### config.mk
export PLATFORM = sky130hd
export DESIGN_NAME = ls245_bus_ctrl
export DESIGN_NICKNAME = d
export VERILOG_FILES = /design/src/rtl/ls245_bus_pkg.sv /design/src/rtl/ls245_bus_ctrl.sv
export SDC_FILE = /design/constraint.sdc
export NUM_CORES = 1
export LEC_CHECK = 0
export CORE_MARGIN = 4
export CORE_UTILIZATION = 44
export CTS_CLUSTER_DIAMETER = 120
export DETAILED_ROUTE_END_ITERATION = 8
export PLACE_DENSITY_LB_ADDON = 0.2
export SETUP_SLACK_MARGIN = 0.15
export SKIP_LAST_GASP = 1
export SLEW_MARGIN = 30
export SYNTH_ARGS = -nofsm -noshare
export SYNTH_HDL_FRONTEND = slang
export SYNTH_SLANG_ARGS = --single-unit
### constraint.sdc
create_clock -name _CLK -period 1.83 [get_ports _CLK]
set_clock_uncertainty 0.2 [all_clocks]
set_input_delay 0.549 -clock _CLK [delete_from_list [all_inputs] [get_ports _CLK]]
set_output_delay 0.549 -clock _CLK [all_outputs]
set_load 0.05 [all_outputs]
### src/rtl/ls245_bus_pkg.sv
// Shared types and constants for the LS245 bus transceiver sequencer.
package ls245_bus_pkg;

  typedef enum logic [1:0] {
    IDLE    = 2'd0,
    TURN    = 2'd1,
    ACTIVE  = 2'd2,
    RELEASE = 2'd3
  } state_e;

  localparam logic DIR_A2B = 1'b1;
  localparam logic DIR_B2A = 1'b0;

  // Width able to hold the larger of the two dwell reload values.
  function automatic int unsigned cnt_width(input int unsigned turn_cyc,
                                            input int unsigned hold_cyc);
    int unsigned m;
    m = (turn_cyc > hold_cyc) ? turn_cyc : hold_cyc;
    return $clog2(m + 1);
  endfunction

endpackage

### src/rtl/ls245_bus_ctrl.sv
// Break-before-make _DIR/_OE sequencer for an octal bus transceiver pair.
// Define LS245_BUS_CTRL_ERR_EN to enable the sticky request-collision flag on _ERR.
module ls245_bus_ctrl
  import ls245_bus_pkg::*;
#(
  parameter int unsigned WIDTH    = 8,
  parameter int unsigned TURN_CYC = 1,
  parameter int unsigned HOLD_CYC = 2
) (
  input  logic             _CLK,
  input  logic             _RST,
  input  logic             _WR_REQ,
  input  logic             _RD_REQ,
  input  logic [WIDTH-1:0] _ADATA,
  output logic [WIDTH-1:0] _RDATA,
  output logic             _DIR,
  output logic             _OE,
  output logic             _BUSY,
  output logic             _DONE,
  output logic             _ERR
);

  localparam int unsigned      CNT_W     = cnt_width(TURN_CYC, HOLD_CYC);
  localparam logic [CNT_W-1:0] TURN_LOAD = CNT_W'(TURN_CYC - 1);
  localparam logic [CNT_W-1:0] HOLD_LOAD = CNT_W'(HOLD_CYC - 1);
  localparam logic [CNT_W-1:0] CNT_ONE   = CNT_W'(1);

  state_e           state_q, state_d;
  logic [CNT_W-1:0] cnt_q, cnt_d;
  logic             dir_q, dir_d;
  logic             oe_q, oe_d;
  logic             busy_q, busy_d;
  logic             done_q, done_d;
  logic [WIDTH-1:0] rdata_q, rdata_d;
  logic             req_c;
  logic             tgt_c;

  // Next state; outputs decode the next state so they are all registered.
  always_comb begin
    state_d = state_q;
    cnt_d   = cnt_q;
    dir_d   = dir_q;
    rdata_d = rdata_q;
    req_c   = _WR_REQ | _RD_REQ;
    tgt_c   = _WR_REQ ? DIR_A2B : DIR_B2A;

    unique case (state_q)
      IDLE: begin
        if (req_c) begin
          if (tgt_c != dir_q) begin
            dir_d   = tgt_c;
            state_d = TURN;
            cnt_d   = TURN_LOAD;
          end else begin
            state_d = ACTIVE;
            cnt_d   = HOLD_LOAD;
          end
        end
      end
      TURN: begin
        if (cnt_q == '0) begin
          state_d = ACTIVE;
          cnt_d   = HOLD_LOAD;
        end else begin
          cnt_d = cnt_q - CNT_ONE;
        end
      end
      ACTIVE: begin
        if (cnt_q == '0) begin
          state_d = RELEASE;
          if (dir_q == DIR_B2A) rdata_d = _ADATA;
        end else begin
          cnt_d = cnt_q - CNT_ONE;
        end
      end
      RELEASE: state_d = IDLE;
      default: state_d = IDLE;
    endcase

    oe_d   = (state_d != ACTIVE);
    busy_d = (state_d != IDLE);
    done_d = (state_d == RELEASE);
  end

  always_ff @(posedge _CLK) begin
    if (_RST) begin
      state_q <= IDLE;
      cnt_q   <= '0;
      dir_q   <= DIR_B2A;
      oe_q    <= 1'b1;
      busy_q  <= 1'b0;
      done_q  <= 1'b0;
      rdata_q <= '0;
    end else begin
      state_q <= state_d;
      cnt_q   <= cnt_d;
      dir_q   <= dir_d;
      oe_q    <= oe_d;
      busy_q  <= busy_d;
      done_q  <= done_d;
      rdata_q <= rdata_d;
    end
  end

`ifdef LS245_BUS_CTRL_ERR_EN
  logic err_q, err_d;

  // Sticky until reset; write still wins the arbitration.
  always_comb begin
    err_d = err_q | ((state_q == IDLE) & _WR_REQ & _RD_REQ);
  end

  always_ff @(posedge _CLK) begin
    if (_RST) err_q <= 1'b0;
    else      err_q <= err_d;
  end

  assign _ERR = err_q;
`else
  assign _ERR = 1'b0;
`endif

  // Direction must hold while enabled and on the edge that enables.
  always @(posedge _CLK) begin
    if (!_RST && (!oe_q || !oe_d)) assert (dir_d == dir_q);
  end

  assign _RDATA = rdata_q;
  assign _DIR   = dir_q;
  assign _OE    = oe_q;
  assign _BUSY  = busy_q;
  assign _DONE  = done_q;

endmodule

==> results of run 1 <==
[synth_stat cells (all sizes together)]
master	number
a21oi	3
dfxtp	16
ha	7
a211oi	1
inv	6
nor2	15
xor2	1
a22oi	1
clkbuf	1
conb	1
a21boi	1
o21ai	7
nand3b	1
nor3	2
a311o	1
nand2b	2
a32oi	1
buf	2
a21o	1
nand2	4
o21a	1
mux2i	9
nor2b	1
[stage by stage]
step / std cells / setup TNS, ns
3_3_place_gp: 133 / -1.05
2_1_floorplan: 85 / 0
4_1_cts: 137 / 0
6_report: 137 / 0
5_1_grt: 137 / 0
3_5_place_dp: 133 / -1.36
[registers in the layout, summed over array words and instances, names as in the netlist]
name,flops
_DIR,1
_BUSY,1
_DONE,1
_OE,1
state_q,2
_RDATA,8
cnt_q,2
[power by group through the flow]
stage | Clock (mW) | Sequential [mW] | Combinational, mW
after floorplan | 0 | 0.772 | 0.449
final | 0.227 | 0.583 | 1.17
after global placement | 0 | 0.567 | 1.11
after global routing | 0.257 | 0.597 | 1.26
after CTS | 0.236 | 0.570 | 1.14
after detailed placement | 0 | 0.574 | 1.14
[path summary, 6_finish.rpt]
check | from | end | slack (ns) | cells after the start
max reg2reg | cnt_q[0] | _OE | 0.24 | 7
max | cnt_q[0] | _OE | 0.24 | 7
min reg2reg | _RDATA[7] | _RDATA[7] | 0.37 | 2
min | _RDATA[7] | _RDATA[7] | 0.37 | 2
[area by class of cell]
cell class,instances,area (µm²)
repair buffers,27,390
fillers,100,338
multi-input cells,60,450
clock buffers,4,36.3
well taps,24,30.0
inverters,6,22.5
flip-flops and latches,16,327
[cells by family after synthesis]
| family | Yosys count | synth area share, % |
|---|---|---|
| AO/OA/AOI/OAI | 17 | 15.0 |
| XOR/XNOR | 1 | 1.12 |
| adder cells (fa/ha/maj) | 7 | 11.2 |
| buffers and inverters | 9 | 5.28 |
| flip-flops | 16 | 41.0 |
| multiplexers | 9 | 11.5 |
| other | 1 | 0.480 |
| AND/OR/NAND/NOR | 25 | 14.4 |
[worst register-to-register path, cell delays in order, from the launching register on]
cell and delay [ns]:
dfxtp_1 0.34, inv_1 0.12, ha_4 0.18, o21a_1 0.12, nor3_1 0.04, a311o_1 0.36
inv_2 0.08, nand2_2 0.04
[layer usage]
metal  vias up  GRT usage [%]  share of wire (%)
li1        344              -                  -
met1       306           18.0                 40
met2        12           26.1                 54
met3         2           5.62                4.9
met4         0           1.38               0.57
met5         -              0                  0
[repair_timing]
item                                    4_1_cts  5_1_grt
setup buffers                                 0        0
endpoints found under the setup margin        8       16
resized for setup                             4       10
pin swaps                                     1        1
==> flow_metrics.tcl, run 1 <==
set metrics [dict create \
    leakagePower_nw 0.564 \
    ys_warn_count 0 \
    dpl.hpwl_mm 1.40 \
    num_io_pins 25 \
    whs_ns 0.368 \
    vias_per_cell 4.85 \
    place_area_um2 1190 \
    fin_util_pct 78.8 \
    die_h_um 50.2 \
    fin_area_um2 1260 \
    place.gp.congestion 0.829 \
    fmax_ghz 0.629 \
    powerDensity_nw_per_um2 1580 \
    final_cell_mix "nor2_1, dfxtp_1, buf_12" \
    critical_path_class "register to register" \
    path_max_fanout 5 \
    vdd_drop_max_mv 1.34 \
    pwr-share-clk_pct 11.5 \
    core_region_area_um2 1590 \
    status "finished, final reports clean" \
    p_int_mw 1.15 \
    htree_levels 1 \
    setup_ws_ns 0.239 \
    total_power_mw 1.98 \
    drv_slew 0 \
    antenna_found_initial 0 \
    rsz0062_at_grt "no" \
    drive_above_1_share_pct 31.0 \
    grt_use_total_pct 14.9 \
    synth_largest_area_cell "dfxtp_1" \
    drv_cap 0 \
    nets 133 \
    cts_buffer_depth 2 \
    hp-class "register to register" \
    hold_viol_final 0 \
    wl_per_cell_um 12.9 \
    clock-sinks 16 \
    combPwrFrac_pct 59.1 \
    cts_root_buf "clkbuf_4" \
    port_buffers 23 \
    pre_cts_ws_ns -0.272 \
    cp_slowest_stage_delay_ns 0.36 \
    synth_nets 104 \
    grt_overflow 0 \
    floorplan.initialDensity_pct 49.1 \
    worstPathCellList "inv_1 > ha_4 > o21a_1 > nor3_1 > a311o_1 > inv_2 > nand2_2" \
    drt_first_pass_iters 3 \
    n_antenna_cell 0 \
    clk_pin_slew_worst_paths_ns 0.09 \
    cts_made_buffers 3 \
    synthToLayoutAreaGrowth_pct 60.6 \
    floorplan.rows 14 \
    final_common_cell "nor2_1" \
    power_switching_mw 0.835 \
    cts_tree "built" \
    ys_types 28 \
    cp-start-kind "register" \
    grt_pass1_vias 639 \
    grt_start_max_net_pins 14 \
    synth_area_per_cell_um2 9.20 \
    synth_top_area_share_pct 41.0 \
    seqPwrFrac_pct 29.4 \
    wl_mm 1.77 \
    min_period_ns 1.59 \
    crit_buf_inv 2 \
    holdBufCountCts 0 \
    syn-instance-count 85 \
    syn_area_um2 782 \
    synthTopCellsByArea "dfxtp_1, mux2i_1, ha_1" \
    grt_pass1_wl_mm 2.95 \
    worst_setup_path_end_kind "register" \
    seq_area_frac_synth_pct 41.0 \
    arrival_ns 1.56 \
    finalCritPeriodShare_pct 86.9 \
    required_ns 1.80 \
    drt_iter0_markers 7 \
    switching_share_pct 42.1 \
    via_count 664 \
    die_w_um 50.2 \
    antenna_left 0 \
    synth-seq-cells 16 \
    cp_slowest_cell "a311o_1" \
    insertion_delay_ns 0.28 \
    drc 0 \
    die_area_um2 2520 \
    setup_viol 0 \
    crit_family "compound AO/OA/AOI/OAI gates" \
]
No activity file was read; power rests on OpenSTA's default activity.
==> inputs of run 2 (changes only) <==
--- a/config.mk
+++ b/config.mk
@@ -5,6 +5,7 @@
 export SDC_FILE = /design/constraint.sdc
 export NUM_CORES = 1
 export LEC_CHECK = 0
+export CAP_MARGIN = 20
 export CORE_MARGIN = 4
 export CORE_UTILIZATION = 44
 export CTS_CLUSTER_DIAMETER = 120
==> results of run 2 <==
Final layout, timing and power as in run 1 (identical DEF).
==> inputs of run 3 (changes only) <==
--- a/config.mk
+++ b/config.mk
@@ -7,7 +7,7 @@
 export LEC_CHECK = 0
 export CAP_MARGIN = 20
 export CORE_MARGIN = 4
-export CORE_UTILIZATION = 44
+export CORE_UTILIZATION = 47
 export CTS_CLUSTER_DIAMETER = 120
 export DETAILED_ROUTE_END_ITERATION = 8
 export PLACE_DENSITY_LB_ADDON = 0.2
==> constraint.sdc (replaced) <==
create_clock -name _CLK -period 1.96 [get_ports _CLK]
set_clock_uncertainty 0.2 [all_clocks]
set_input_delay 0.588 -clock _CLK [delete_from_list [all_inputs] [get_ports _CLK]]
set_output_delay 0.588 -clock _CLK [all_outputs]
set_load 0.05 [all_outputs]
==> flow_metrics.tcl, run 3 (same netlist as run 1, synthesis figures left out) <==
set metrics [dict create \
    cp_slowest_cell "dfxtp_1" \
    powerDensity_nw_per_um2 1500 \
    setup_viol 0 \
    leakagePower_nw 0.575 \
    largest_reg_flops 8 \
    switching_share_pct 43.1 \
    drc 0 \
    grt_use_total_pct 17.5 \
    grt_overflow 0 \
    drv_slew 0 \
    die_w_um 48.8 \
    wl_mm 1.88 \
    final-instance-count-excl-fill 129 \
    path_max_fanout 5 \
    antenna_found_initial 0 \
    n_antenna_cell 0 \
    critical_path_class "register to register" \
    port_buffers 23 \
    arrival_ns 1.71 \
    cts_root_buf "clkbuf_4" \
    num_io_pins 25 \
    fmax_ghz 0.580 \
    floorplan.rows 14 \
    rsz0062_at_grt "no" \
    dpl.cell_count 125 \
    crit_buf_inv 1 \
    whs_ns 0.326 \
    final_cell_mix "nor2_1, dfxtp_1, buf_12" \
    via_count 676 \
    vdd_drop_max_mv 1.24 \
    grt_pass1_vias 753 \
    drt_iter0_markers 9 \
    drv_cap 0 \
    htree_levels 1 \
    min_period_ns 1.72 \
    pwr-share-clk_pct 12.3 \
    grt_start_max_net_pins 14 \
    p_int_mw 1.03 \
    synthToLayoutAreaGrowth_pct 54.6 \
    nets 133 \
    seqPwrFrac_pct 29.5 \
    wl_per_cell_um 14.5 \
    cts_buffer_depth 2 \
    cp-start-kind "register" \
    vias_per_cell 5.24 \
    combPwrFrac_pct 58.2 \
    die_h_um 48.8 \
    cp_slowest_stage_delay_ns 0.37 \
    wl_met1_um 704 \
    worst_setup_path_end_kind "register" \
    drive_above_1_share_pct 25.7 \
    die_area_um2 2380 \
    drt_first_pass_iters 4 \
    cts_tree "built" \
    finalCritPeriodShare_pct 87.9 \
    crit_family "compound AO/OA/AOI/OAI gates" \
    place.gp.congestion 0.844 \
    worstPathCellList "inv_1 > ha_1 > o21a_1 > nor3_1 > a311o_1 > o21ai_1" \
    fin_setup_tns_ns 0 \
    status "finished, final reports clean" \
    insertion_delay_ns 0.30 \
    wl_met2_mm 1.02 \
    core_region_area_um2 1540 \
    antenna_left 0 \
    dr.max_layer_used "met4" \
    dpl.hpwl_mm 1.45 \
    hp-class "register to register" \
    wl_met3_um 104 \
    nFillCells 102 \
    clk_pin_slew_worst_paths_ns 0.10 \
    grt_pass1_wl_mm 3.22 \
    cts_made_buffers 3 \
    clock-sinks 16 \
    final_common_cell "nor2_1" \
    required_ns 1.94 \
    floorplan.initialDensity_pct 50.7 \
    power_switching_mw 0.780 \
    hold_viol_final 0 \
]
-- run 3: cell count changes in the layout (fill, tap and decap cells not counted) --
| cell | previous run | this run |
|---|---|---|
| ha_1 | 3 | 7 |
| dlygate4sd2_1 | 2 | 0 |
| dlymetal6s2s_1 | 0 | 2 |
| ha_2 | 2 | 0 |
| ha_4 | 2 | 0 |
| inv_1 | 2 | 4 |
| inv_2 | 4 | 2 |
| buf_12 | 13 | 12 |
| buf_4 | 3 | 4 |
| dfxtp_2 | 2 | 3 |
| dfxtp_4 | 1 | 0 |
-- run 3: final timing paths --
| check | start | endpoint | slack, ns | cells after the start |
|---|---|---|---|---|
| worst min register to register | cnt_q[0] | cnt_q[0] | 0.33 | 2 |
| worst min-delay path | cnt_q[0] | cnt_q[0] | 0.33 | 2 |
| worst max register to register | cnt_q[0] | _BUSY | 0.24 | 6 |
| worst max-delay path | cnt_q[0] | _BUSY | 0.24 | 6 |
-- run 3: layer usage --
layer / GRT usage [%] / vias to the layer above
li1: - / 338
met1: 17.2 / 311
met2: 31.7 / 21
met3: 6.73 / 6
met4: 8.07 / 0
met5: 0 / -
-- run 3: power by group through the flow --
stage	Sequential, mW	Combinational (mW)	Clock [mW]
3_3_place_gp	0.529	1.02	0
3_5_place_dp	0.535	1.05	0
6_report	0.534	1.05	0.223
5_1_grt	0.546	1.13	0.240
2_1_floorplan	0.721	0.419	0
4_1_cts	0.528	1.06	0.227
-- run 3: final cells by class --
cell class,count,area (µm²),area share (%)
clock buffer,4,36.3,3.00
inverter,6,22.5,1.86
multi-input combinational,60,420,34.8
sequential,16,324,26.8
tap,16,20.0,1.66
timing repair buffer,27,385,31.9
-- run 3: per-stage QoR --
step                      setup slack [ns]  area, µm²  utilization (%)  total power, mW
after global placement              -0.125       1160             75.5             1.55
final                                0.236       1210             78.4             1.81
after floorplan                      0.335        782                -             1.14
after global routing                 0.155       1210             78.4             1.92
after detailed placement            -0.163       1160             75.5             1.59
after CTS                            0.154       1200             77.8             1.81
-- run 3: what timing repair did --
| item | 4_1_cts | 5_1_grt |
|---|---|---|
| gates resized for setup | 0 | 5 |
| endpoints found under the setup margin | 0 | 7 |
| buffers inserted | 0 | 0 |
| hold buffers | 0 | 0 |
-- run 3: worst reg2reg max path: stages (launching register included) --
cell	delay (ns)
dfxtp_1	0.37
inv_1	0.07
ha_1	0.28
o21a_1	0.20
nor3_1	0.19
a311o_1	0.21
o21ai_1	0.08
